File: config.mk
export PLATFORM = sky130hd
export DESIGN_NAME = spi_mem_bridge_flat
export DESIGN_NICKNAME = d
export VERILOG_FILES = /design/src/rtl/spi_mem_bridge_if.sv /design/src/rtl/spi_mem_bridge.sv /design/src/flat_wrapper.sv
export SDC_FILE = /design/constraint.sdc
export NUM_CORES = 1
export LEC_CHECK = 0
export BUFFER_PORTS_ARGS = -buffer_cell sky130_fd_sc_hd__buf_4
export CAP_MARGIN = 5
export CORE_AREA = 5 5 129 94
export DETAILED_ROUTE_END_ITERATION = 7
export DIE_AREA = 0 0 134 99
export GPL_TIMING_DRIVEN = 0
export PLACE_DENSITY = 0.78
export SETUP_SLACK_MARGIN = 0.5
export SLEW_MARGIN = 20
export SYNTH_ARGS = -nofsm -noshare
export SYNTH_HDL_FRONTEND = slang
export SYNTH_SLANG_ARGS = --single-unit
File: constraint.sdc
create_clock -name clk -period 2.63 [get_ports clk]
set_input_delay 0.1315 -clock clk [delete_from_list [all_inputs] [get_ports clk]]
set_output_delay 0.1315 -clock clk [all_outputs]
set_load 0.05 [all_outputs]
File: src/rtl/spi_mem_bridge_if.sv
// RAM-port bus between the SPI bridge (master) and one port of the
// dual-port RAM (slave). mem_rdata is combinational from mem_addr.
interface spi_mem_bridge_if #(
    parameter int ADDR_WIDTH = 8,
    parameter int DATA_WIDTH = 32
);
    logic                  mem_en;
    logic                  mem_we;
    logic [ADDR_WIDTH-1:0] mem_addr;
    logic [DATA_WIDTH-1:0] mem_wdata;
    logic [DATA_WIDTH-1:0] mem_rdata;

    modport master (
        output mem_en,
        output mem_we,
        output mem_addr,
        output mem_wdata,
        input  mem_rdata
    );

    modport slave (
        input  mem_en,
        input  mem_we,
        input  mem_addr,
        input  mem_wdata,
        output mem_rdata
    );
endinterface

File: src/rtl/spi_mem_bridge.sv
// SPI mode-0 slave that turns serial frames into RAM-port accesses.
// Frame: 8-bit command (0x02 write / 0x03 read), ADDR_WIDTH address bits,
// then any number of DATA_WIDTH-bit words with address auto-increment.
// All SPI pins are oversampled in the clk domain (clk >= 8x sclk).
// The shared rx shift register holds command and address in its low bits,
// so DATA_WIDTH must be >= 8 and >= ADDR_WIDTH.
module spi_mem_bridge #(
    parameter int ADDR_WIDTH = 8,
    parameter int DATA_WIDTH = 32
) (
    input  logic              clk,
    input  logic              rst_n,
    input  logic              sclk,
    input  logic              cs_n,
    input  logic              mosi,
    output logic              miso,
    output logic              busy,
    output logic              frame_err,
    spi_mem_bridge_if.master  mem
);

    localparam int CNT_MAX = (DATA_WIDTH > ADDR_WIDTH) ?
                             ((DATA_WIDTH > 8) ? DATA_WIDTH : 8) :
                             ((ADDR_WIDTH > 8) ? ADDR_WIDTH : 8);
    localparam int CW = $clog2(CNT_MAX + 1);

    typedef enum logic [2:0] {
        S_IDLE,
        S_CMD,
        S_ADDR,
        S_WDATA,
        S_RDATA,
        S_IGNORE
    } state_t;

    // [0] first stage, [1] synchronised, [2] previous synchronised value
    logic [2:0]            sclk_sync_q, sclk_sync_d;
    logic [2:0]            cs_sync_q,   cs_sync_d;
    logic [1:0]            mosi_sync_q, mosi_sync_d;

    state_t                state_q,     state_d;
    logic [CW-1:0]         cnt_q,       cnt_d;
    logic [DATA_WIDTH-1:0] rx_q,        rx_d;
    logic [DATA_WIDTH-1:0] tx_q,        tx_d;
    logic [ADDR_WIDTH-1:0] addr_q,      addr_d;
    logic                  rd_q,        rd_d;
    logic                  rd_pend_q,   rd_pend_d;
    logic                  mem_en_q,    mem_en_d;
    logic                  mem_we_q,    mem_we_d;
    logic [ADDR_WIDTH-1:0] mem_addr_q,  mem_addr_d;
    logic [DATA_WIDTH-1:0] mem_wdata_q, mem_wdata_d;
    logic                  frame_err_q, frame_err_d;

    logic                  cs_s, mosi_s;
    logic                  sclk_rise, sclk_fall, cs_fall, cs_rise;
    logic [DATA_WIDTH-1:0] rx_next;
    logic                  rd_issue;

    // Synchroniser shift chains and edge detection on the synced copies
    always_comb begin
        sclk_sync_d = {sclk_sync_q[1:0], sclk};
        cs_sync_d   = {cs_sync_q[1:0],   cs_n};
        mosi_sync_d = {mosi_sync_q[0],   mosi};
        cs_s        = cs_sync_q[1];
        mosi_s      = mosi_sync_q[1];
        sclk_rise   =  sclk_sync_q[1] & ~sclk_sync_q[2] & ~cs_s;
        sclk_fall   = ~sclk_sync_q[1] &  sclk_sync_q[2] & ~cs_s;
        cs_fall     = ~cs_sync_q[1] &  cs_sync_q[2];
        cs_rise     =  cs_sync_q[1] & ~cs_sync_q[2];
        rx_next     = {rx_q[DATA_WIDTH-2:0], mosi_s};
    end

    // Frame FSM: field counting, shift registers and RAM-port requests
    always_comb begin
        state_d     = state_q;
        cnt_d       = cnt_q;
        rx_d        = rx_q;
        tx_d        = tx_q;
        addr_d      = addr_q;
        rd_d        = rd_q;
        rd_pend_d   = 1'b0;
        mem_en_d    = 1'b0;
        mem_we_d    = mem_we_q;
        mem_addr_d  = mem_addr_q;
        mem_wdata_d = mem_wdata_q;
        frame_err_d = 1'b0;
        rd_issue    = 1'b0;

        if (cs_rise) begin
            // A half-received field is dropped; only an idle read is benign
            state_d = S_IDLE;
            cnt_d   = '0;
            if ((state_q inside {S_CMD, S_ADDR, S_WDATA}) && (cnt_q != '0))
                frame_err_d = 1'b1;
        end else begin
            case (state_q)
                S_IDLE: begin
                    if (cs_fall) begin
                        state_d = S_CMD;
                        cnt_d   = '0;
                    end
                end
                S_CMD: begin
                    if (sclk_rise) begin
                        rx_d  = rx_next;
                        cnt_d = cnt_q + 1'b1;
                        if (cnt_q == CW'(7)) begin
                            cnt_d = '0;
                            if (rx_next[7:0] == 8'h02 || rx_next[7:0] == 8'h03) begin
                                state_d = S_ADDR;
                                rd_d    = rx_next[0];
                            end else begin
                                state_d     = S_IGNORE;
                                frame_err_d = 1'b1;
                            end
                        end
                    end
                end
                S_ADDR: begin
                    if (sclk_rise) begin
                        rx_d  = rx_next;
                        cnt_d = cnt_q + 1'b1;
                        if (cnt_q == CW'(ADDR_WIDTH - 1)) begin
                            cnt_d     = '0;
                            addr_d    = rx_next[ADDR_WIDTH-1:0];
                            state_d   = rd_q ? S_RDATA : S_WDATA;
                            rd_pend_d = rd_q;
                        end
                    end
                end
                S_WDATA: begin
                    if (sclk_rise) begin
                        rx_d  = rx_next;
                        cnt_d = cnt_q + 1'b1;
                        if (cnt_q == CW'(DATA_WIDTH - 1)) begin
                            cnt_d       = '0;
                            mem_en_d    = 1'b1;
                            mem_we_d    = 1'b1;
                            mem_addr_d  = addr_q;
                            mem_wdata_d = rx_next;
                            addr_d      = addr_q + ADDR_WIDTH'(1);
                        end
                    end
                end
                S_RDATA: begin
                    // Load wins over shift; a fall only shifts once the
                    // current word has started, so a fall that lands
                    // around the load never eats the fresh MSB.
                    if (mem_en_q && !mem_we_q)
                        tx_d = mem.mem_rdata;
                    else if (sclk_fall && cnt_q != '0)
                        tx_d = {tx_q[DATA_WIDTH-2:0], 1'b0};

                    if (sclk_rise) begin
                        cnt_d = cnt_q + 1'b1;
                        if (cnt_q == CW'(DATA_WIDTH - 1)) begin
                            // Prefetch so the next MSB is ready before the next rise
                            cnt_d    = '0;
                            rd_issue = 1'b1;
                        end
                    end
                    if (rd_pend_q)
                        rd_issue = 1'b1;

                    if (rd_issue) begin
                        mem_en_d   = 1'b1;
                        mem_we_d   = 1'b0;
                        mem_addr_d = addr_q;
                        addr_d     = addr_q + ADDR_WIDTH'(1);
                    end
                end
                S_IGNORE: ;
                default: state_d = S_IDLE;
            endcase
        end
    end

    // State register; sync flops reset low so a frame already in progress
    // at reset release never looks like a fresh cs_n falling edge
    always_ff @(posedge clk or negedge rst_n) begin
        if (!rst_n) begin
            sclk_sync_q <= '0;
            cs_sync_q   <= '0;
            mosi_sync_q <= '0;
            state_q     <= S_IDLE;
            cnt_q       <= '0;
            rx_q        <= '0;
            tx_q        <= '0;
            addr_q      <= '0;
            rd_q        <= 1'b0;
            rd_pend_q   <= 1'b0;
            mem_en_q    <= 1'b0;
            mem_we_q    <= 1'b0;
            mem_addr_q  <= '0;
            mem_wdata_q <= '0;
            frame_err_q <= 1'b0;
        end else begin
            sclk_sync_q <= sclk_sync_d;
            cs_sync_q   <= cs_sync_d;
            mosi_sync_q <= mosi_sync_d;
            state_q     <= state_d;
            cnt_q       <= cnt_d;
            rx_q        <= rx_d;
            tx_q        <= tx_d;
            addr_q      <= addr_d;
            rd_q        <= rd_d;
            rd_pend_q   <= rd_pend_d;
            mem_en_q    <= mem_en_d;
            mem_we_q    <= mem_we_d;
            mem_addr_q  <= mem_addr_d;
            mem_wdata_q <= mem_wdata_d;
            frame_err_q <= frame_err_d;
        end
    end

    assign mem.mem_en    = mem_en_q;
    assign mem.mem_we    = mem_we_q;
    assign mem.mem_addr  = mem_addr_q;
    assign mem.mem_wdata = mem_wdata_q;
    assign frame_err     = frame_err_q;
    assign busy          = (state_q != S_IDLE);
    // Gated by the raw pin so miso drops the instant the master deselects
    assign miso          = ~cs_n & (state_q == S_RDATA) & tx_q[DATA_WIDTH-1];

endmodule

File: src/flat_wrapper.sv
// flat-port wrapper written by rule: the top's interface ports become plain ports
module spi_mem_bridge_flat 
#(
    parameter int ADDR_WIDTH = 8,
    parameter int DATA_WIDTH = 32
)
  (clk, rst_n, sclk, cs_n, mosi, miso, busy, frame_err, mem_mem_en, mem_mem_we, mem_mem_addr, mem_mem_wdata, mem_mem_rdata);
  spi_mem_bridge_if #(.ADDR_WIDTH(ADDR_WIDTH), .DATA_WIDTH(DATA_WIDTH)) mem_i ();
  input  logic clk;
  input  logic rst_n;
  input  logic sclk;
  input  logic cs_n;
  input  logic mosi;
  output logic miso;
  output logic busy;
  output logic frame_err;
  output wire logic [$bits(mem_i.mem_en)-1:0] mem_mem_en;
  output wire logic [$bits(mem_i.mem_we)-1:0] mem_mem_we;
  output wire logic [$bits(mem_i.mem_addr)-1:0] mem_mem_addr;
  output wire logic [$bits(mem_i.mem_wdata)-1:0] mem_mem_wdata;
  input wire logic [$bits(mem_i.mem_rdata)-1:0] mem_mem_rdata;
  assign mem_mem_en = mem_i.mem_en;
  assign mem_mem_we = mem_i.mem_we;
  assign mem_mem_addr = mem_i.mem_addr;
  assign mem_mem_wdata = mem_i.mem_wdata;
  assign mem_i.mem_rdata = mem_mem_rdata;
  spi_mem_bridge #(.ADDR_WIDTH(ADDR_WIDTH), .DATA_WIDTH(DATA_WIDTH)) u_core (.clk(clk), .rst_n(rst_n), .sclk(sclk), .cs_n(cs_n), .mosi(mosi), .miso(miso), .busy(busy), .frame_err(frame_err), .mem(mem_i));
endmodule
After elaboration in Yosys (flattened, before gate mapping)
Index checks and enable logic that the tools add are counted.
- output and inout port bits: 45
- bits in registers: 133
- logic and storage cells: 128
- equality and inequality tests: 22
- reductions and logical operators: 25
- mux-type cells: 50
- bitwise gates (word level): 14
- add/subtract/negate cells: 2
- operators by type and width (cell ; count):
    $mux 32 ; 2
    $mux 8 ; 8
    $mux 6 ; 6
    $mux 3 ; 8
    $pmux 8 s3 ; 1
    $mux 1 ; 20
    $pmux 6 s3 ; 1
    $eq 8x2->1 const B ; 2
    $pmux 8 s2 ; 1
    $ne 3x1->1 const B ; 5
    $pmux 3 s4 ; 1
    $reduce_and 5->1 ; 2
    $reduce_bool 3->1 ; 3
    $add 8x1->8 const B ; 1
    $and 1x1->1 ; 8
    $reduce_and 4->1 ; 2
    $reduce_and 7->1 ; 1
    $add 6x1->6 const B ; 1
    $eq 3x2->1 const B ; 2
    $eq 3x3->1 const B ; 2
    $eq 6x3->1 const B ; 1
    $eq 6x5->1 const B ; 1
    $ne 2x1->1 const B ; 3
    $ne 2x2->1 const B ; 3
    other kinds (15) ; 28

Depth between registers and ports, before layout
Gate-level depths: netlist (run 1).
- depth in word-level cells: 10
- mapped depth: 8
- mapped depth without buffers: 7

Worst setup path before layout (run 1)
No wires, ideal clock.
- path type: flip-flop to output port
- start: register u_core.state_q[1]
- end: output miso
- arrival: 2.148 ns
- cell stages (with the launch flop): 4
- slack: 0.350 ns
- cells stage by stage: dfrtp_1 buf_6 or3b_4 nor3b_1
- word-level cells in the longest chain between the ends: 3
- RTL lines (element ; line ; RTL):
    from (decl) ; spi_mem_bridge.sv:41 ; state_t state_q, state_d;
    from (signal assigned) ; spi_mem_bridge.sv:201 ; state_q <= state_d;
    $eq 3x3->1 ; spi_mem_bridge.sv:223 ; assign miso = ~cs_n & (state_q == S_RDATA) & tx_q[DATA_WIDTH-1];
    $and 1x1->1 (2 in series) ; spi_mem_bridge.sv:223 ;
    to (decl) ; flat_wrapper.sv:14 ; output logic miso;
No other way between the ends.

Worst setup path after layout (run 1)
- start: register u_core.state_q[2]
- end: register u_core.addr_q[1]
- word-level cells in the longest chain between the ends: 3
- RTL lines (element ; line ; RTL):
    $eq 3x2->1 / $eq 3x3->1 (equally long branches) ; spi_mem_bridge.sv:96 ; case (state_q)
    $ne 2x1->1 (no line), or another cell as far along ; - ;
    $reduce_and 7->1 (no line) ; - ;
    to (signal assigned) ; spi_mem_bridge.sv:205 ; addr_q <= addr_d;
    to (decl) ; spi_mem_bridge.sv:45 ; logic [ADDR_WIDTH-1:0] addr_q, addr_d;
Parallel ways exist; a longest one is shown, timed or not.
A chain may end at the register's enable or synchronous reset.

==> impl_metrics.tcl, run 1 <==
set metrics [dict create \
    synthCells 477 \
    hold_viol_final 0 \
    grt_util_met3_pct 5.969 \
    yosys_warnings 0 \
    path_class "reg2reg" \
    grt.overflow.total 0 \
    cts.sinks 133 \
    ys_seq_elements 133 \
    ys_async_sr_fraction_pct 100.0 \
    powerDensity_nw_per_um2 783.4 \
    n_fill_cell 740 \
    diodes 0 \
    cp-start-kind "register" \
    drtAntennaViolNets 0 \
    clockBufferDepth 2 \
    whs_path_depth 3 \
    fin_setup_tns_ps 0 \
    ys.flop_type "dfrtp_1" \
    ios 82 \
    cts_root_buf "clkbuf_16" \
    slew_violations 0 \
    cts_tree "done" \
    crit_path_end_kind "register" \
    crit_required_ps 2910 \
    drc 0 \
    gp_congestion 0.8984 \
    min_path_type "in2reg" \
    clock.fmax_ghz 0.4826 \
    utilization_pct 70.40 \
    fp-row-count 32 \
    ys_types 54 \
    die-area_sq_um 13270 \
    met2_usage_pct 31.24 \
    maxSlewHeadroom_pct 51.52 \
    htreeDepth 4 \
    core_sq_um 10770 \
    grt_start_max_net_pins 69 \
    finalSetupViolCount 0 \
    synth_edf_count 0 \
    power_uw 5940 \
    antenna_found_initial 0 \
    vias 4117 \
    die_y_um 99 \
    status "finished, final reports clean" \
    worstPathMaxFanout 9 \
    die_w_um 134 \
    vias_per_cell 5.601 \
    finalCritPeriodShare_pct 78.79 \
    syn_nets 517 \
    path_clk_slew_ps 60 \
    worstMarginPinSlew_ps 727.1 \
    cp_data_arrival_time_ps 2350 \
    skew_ps 6.627 \
    gr-usage-all-layers_pct 19.82 \
    finalWorstSetupSlack_ps 557.7 \
    grt_pass1_vias 4177 \
    grt_pass1_wl_um 20950 \
    layout.nets 626 \
    avgRoutedWirePerCell_um 17.13 \
    fin_crit_ps 2072 \
    grt_use_met1_pct 27.35 \
    busiest_layer "met2" \
    dp_slack_ps 320.5 \
    dpl.hpwl_um 8550 \
    dr.first_iter.drc_count 253 \
    rr_worst_depth 6 \
    io_buffer_count 81 \
    syn_area_per_cell_sq_um 12.56 \
    p_leak_uw 0.003721 \
    drtPass1Iterations 4 \
    finalWirelength_um 12590 \
    drive_gt1_share_pct 42.90 \
    syn_area_sq_um 5993 \
    layout_common_cells "dfrtp_1 (133), buf_4 (84), mux2_2 (72), nor2_1 (44), mux2i_1 (32)" \
    ys_seq_area_share_pct 55.53 \
    max_cap_viol_count 0 \
    worstSkewPairLatency_ps 410 \
    vdd_drop_max_uv 621.8 \
    final_common_cell "dfrtp_1" \
    rsz0062_at_grt "yes" \
    cts_buffers 17 \
    start_util_pct 55.65 \
    syn2layout_area_growth_pct 26.51 \
]
## worst paths after layout
kind                                  startpoint  slack [ps]                    end
max in group asynchronous                  rst_n        1700        u_core.rx_q[23]
min reg2reg                u_core.mosi_sync_q[0]         340  u_core.mosi_sync_q[1]
min in group asynchronous                  rst_n         250      u_core.state_q[1]
max reg2reg                    u_core.state_q[2]         560       u_core.addr_q[1]
max                            u_core.state_q[2]         560       u_core.addr_q[1]
min                            mem_mem_rdata[19]          20        u_core.tx_q[19]
## per-stage QoR
step,hold WS [ps],area (sq um),instances
global placement,248.0,6777,694
finish,21.97,7582,735
CTS,15.84,7533,732
global route,23.47,7582,735
floorplan,-164.1,5998,477
detailed placement,112.6,6812,695
## worst max-delay path: stages, from the launching register on
cell and delay, ps:
dfrtp_1 460, and3b_1 250, buf_2 190, o22ai_1 120, a32oi_2 470, nor2_4 110, mux2_1 350
## sequential cells by signal, summed over array words and instances, names as in the netlist
register / count
u_core.mem.mem_wdata: 32
u_core.state_q: 3
u_core.mem.mem_addr: 8
u_core.rd_q: 1
u_core.tx_q: 32
u_core.cs_sync_q: 3
u_core.cnt_q: 6
u_core.addr_q: 8
u_core.mem.mem_en: 1
u_core.frame_err: 1
u_core.rd_pend_q: 1
u_core.rx_q: 31
u_core.mem.mem_we: 1
u_core.mosi_sync_q: 2
u_core.sclk_sync_q: 3
## routing by layer
layer  wire length, um  share of wire, %
met1              5779                46
met2              6093                48
met3               614               4.9
met4               106              0.84
met5                 0                 0
## synth_stat cells, types with 2 or more instances
cell type	number	area [sq um]
nand3_1	8	40.04
nor3b_4	2	37.54
buf_2	10	50.05
or3_1	2	12.51
nor4_1	2	12.51
o21bai_1	2	15.01
o22ai_1	7	43.79
nand4_1	2	12.51
and2_1	2	12.51
nor3_1	4	20.02
inv_1	9	33.78
dfrtp_1	133	3328
nor2b_1	2	12.51
clkbuf_1	5	18.77
nor3b_1	4	30.03
a211oi_1	6	45.04
mux2i_1	32	320.3
a31o_2	2	17.52
o21ai_0	11	55.05
ha_1	3	37.54
nand2b_1	6	37.54
a21oi_1	8	40.04
a22o_1	2	17.52
buf_6	7	78.83
mux2_2	72	810.8
nand3b_1	2	15.01
a21oi_2	29	254.0
buf_4	4	30.03
nand2_1	24	90.09
a2bb2oi_1	6	52.55
nor2_1	46	172.7
## power breakdown
part	switching [uW]	internal [uW]	leakage, uW
logic	561	405	0.00175
registers	176	2180	0.00166
clock network	875	1740	0.000314
total	1610	4330	0.00372
## logic make-up after synthesis
| family | Yosys count | synth area share (%) |
|---|---|---|
| xor+xnor | 1 | 0.1462 |
| fa+ha+maj | 3 | 0.6264 |
| flops | 133 | 55.53 |
| compound gates | 86 | 11.38 |
| mux | 105 | 19.06 |
| buf+inv | 35 | 3.528 |
| simple gates | 114 | 9.729 |
## layout make-up
type	count	area [sq um]	area share (%)
sequential	133	3328	43.89
clock buffer	21	460.4	6.073
inverter	9	33.78	0.4455
timing repair buffer	90	715.7	9.439
tap	136	170.2	2.244
multi-input combinational	309	2487	32.81
buffer	26	190.2	2.508
clock inverter	11	196.4	2.591
## what timing repair did
action | in CTS | in global routing
hold buffers | 5 | 0
resized for setup | 3 | 9
buffers inserted | 0 | 3
pin swaps | 0 | 3
endpoints found under the hold margin | 71 | 0
setup endpoints to repair | 30 | 69
Power figures use the tool's default switching activity.
==> run 2, diff against run 1 <==
CORE_AREA = 5 5 135 98   (was 5 5 129 94)
DIE_AREA = 0 0 140 103   (was 0 0 134 99)
PLACE_DENSITY = 0.75   (was 0.78)
clock period = 1.8 ns   (was 2.63 ns; I/O delays follow)
==> run 2 against run 1 <==
Net effect:
- the flow now finishes with violations (negative setup slack)
- clock-buffer cell count decreased by 3
- fmax increased by 4.7%
- core utilization increased by 11 points
- worst hold slack got worse by 7.0 ps
- register-to-register slack got worse by 740 ps
- critical endpoint is now u_core.mem.mem_wdata[9]
==> impl_metrics.tcl, run 2 (same netlist as run 1, synthesis figures left out) <==
set metrics [dict create \
    status "finished, violations left" \
    violations "negative setup slack" \
    drc 0 \
    fin_crit_ps 1980 \
    layout.nets 718 \
    dr.first_iter.drc_count 339 \
    n_fill_cell 575 \
    fp-row-count 34 \
    cts.sinks 133 \
    multi_input_area_sq_um 3331 \
    grt_start_max_net_pins 71 \
    grt_use_met1_pct 32.33 \
    powerDensity_nw_per_um2 1035 \
    avgRoutedWirePerCell_um 23.69 \
    cts_root_buf "clkbuf_16" \
    p_leak_uw 0.004458 \
    crit_chain "ha_4, nand4_1, nor2_2, nand2_2, nor2_4, buf_12, buf_12, buf_12, mux2_4" \
    r2r_end "u_core.mem.mem_wdata[9]" \
    min_path_type "in2reg" \
    clockBufferDepth 2 \
    worstPathMaxFanout 5 \
    crit_path_end_kind "register" \
    start_util_pct 49.96 \
    clock.fmax_ghz 0.5050 \
    vias_per_cell 5.843 \
    met2_usage_pct 42.85 \
    worstMarginPinSlew_ps 524.8 \
    die_w_um 140 \
    crit_start "u_core.cnt_q[1]" \
    finalWorstSetupSlack_ps -180.1 \
    path_clk_slew_ps 60 \
    max_stage_delay_ps 400 \
    placed_area_sq_um 7179 \
    cts_buffers 17 \
    finalWirelength_um 20230 \
    htreeDepth 4 \
    core_sq_um 12000 \
    grt_pass1_vias 5215 \
    ios 82 \
    syn2layout_area_growth_pct 62.86 \
    slew_violations 0 \
    critPathBufInv 3 \
    skew_ps 12.57 \
    maxSlewHeadroom_pct 65.02 \
    antenna_found_initial 1 \
    critPathCapture "u_core.mem.mem_wdata[9]" \
    rsz0062_at_grt "yes" \
    vdd_drop_max_uv 925.1 \
    busiest_layer "met2" \
    final_common_cell "dfrtp_1" \
    layout_common_cells "dfrtp_1 (123), buf_4 (104), mux2_4 (64), mux2i_1 (31), dlygate4sd3_1 (31)" \
    r2r-start "u_core.cnt_q[1]" \
    cts_tree "done" \
    cp_top_family "simple AND/OR/NAND/NOR gates" \
    max_cap_viol_count 0 \
    finalCritPeriodShare_pct 110.0 \
    crit_cells 9 \
    crit_required_ps 2100 \
    gp_congestion 0.8617 \
    die_y_um 103 \
    cp-start-kind "register" \
    vias 4990 \
    grt_pass1_wl_um 28340 \
    cp_data_arrival_time_ps 2280 \
    rr_worst_depth 9 \
    drtAntennaViolNets 0 \
    register_area_sq_um 3341 \
    hold_viol_final 0 \
    grt.overflow.total 0 \
    path_class "reg2reg" \
    drtPass1Iterations 5 \
    grt_util_met3_pct 5.517 \
    worstSkewPairLatency_ps 420 \
    cpMaxStageDelayCell "dfrtp_1" \
    drive_gt1_share_pct 60.93 \
    die-area_sq_um 14420 \
    dpl.hpwl_um 8728 \
    finalSetupViolCount 111 \
    utilization_pct 81.36 \
    r2r_slack_ps -180 \
    io_buffer_count 81 \
    crit_top_cell "buf_12" \
    gr-usage-all-layers_pct 25.39 \
    final_cell_area_sq_um 9761 \
]
run 2: cell count changes in the layout (fill, tap and decap cells not counted), moves of 19 or more:
cell | before | now
mux2_2 | 72 | 9
buf_6 | 10 | 30
dlygate4sd3_1 | 5 | 31
nor2_1 | 44 | 16
mux2_4 | 0 | 64
buf_12 | 0 | 19
buf_4 | 84 | 104
run 2: final cells by class:
class | count | area share [%]
Antenna cell | 1 | 0.02564
Buffer | 26 | 3.589
Clock buffer | 18 | 4.397
Clock inverter | 14 | 1.795
Inverter | 9 | 0.3974
Multi-Input combinational cell | 309 | 34.12
Sequential cell | 133 | 34.23
Tap cell | 162 | 2.077
Timing Repair Buffer | 182 | 19.37
run 2: worst min-delay path by stage:
stage / startpoint / cells after the start / to / slack, ps
after global routing: mem_mem_rdata[22] / 3 / u_core.tx_q[22] / 9
after global placement: mosi / 1 / u_core.mosi_sync_q[0] / 200
after CTS: mem_mem_rdata[22] / 3 / u_core.tx_q[22] / 0.4
after floorplan: rst_n / 0 / u_core.addr_q[0] / -210
final: mem_mem_rdata[22] / 3 / u_core.tx_q[22] / 10
after detailed placement: rst_n / 1 / u_core.tx_q[12] / 70
run 2: power by group:
group | total, uW | switching [uW] | internal [uW]
sequential | 3520 | 317 | 3200
clock | 3640 | 1450 | 2190
combinational | 2940 | 1520 | 1430
run 2: timing repair:
action                                  in CTS  in global routing
pin swaps                                   38                 23
gates cloned                                 8                  1
endpoints found under the hold margin       93                  0
gates resized for setup                    148                 65
hold buffers                                31                  0
endpoints found under the setup margin     127                127
setup buffers                               51                  9
run 2: worst reg2reg max path, delay by kind of cell, from the launching register on:
kind | cells | cell delay (ps)
buffers and inverters | 3 | 390
flip-flops | 1 | 400
multiplexers | 1 | 310
adder cells (fa/ha/maj) | 1 | 160
AND/OR/NAND/NOR | 4 | 610
run 2: per-layer routing:
layer | routed length, um | vias up
li1 | - | 2111
met1 | 8513 | 2574
met2 | 9868 | 229
met3 | 994 | 76
met4 | 858 | 0
met5 | 0 | -
run 2: per-stage QoR:
step	total power (uW)	hold slack [ps]	setup TNS, ps	worst slack (ps)	std cells
final	10100	14.93	-12290	-180.1	854
after global routing	10390	8.789	-16730	-230.8	854
after CTS	9534	0.4345	-2331	-90.46	843
after detailed placement	4964	68.05	-11910	-211.2	721
after global placement	4888	199.6	-7509	-172.5	720
after floorplan	4493	-205.6	0	52.74	477
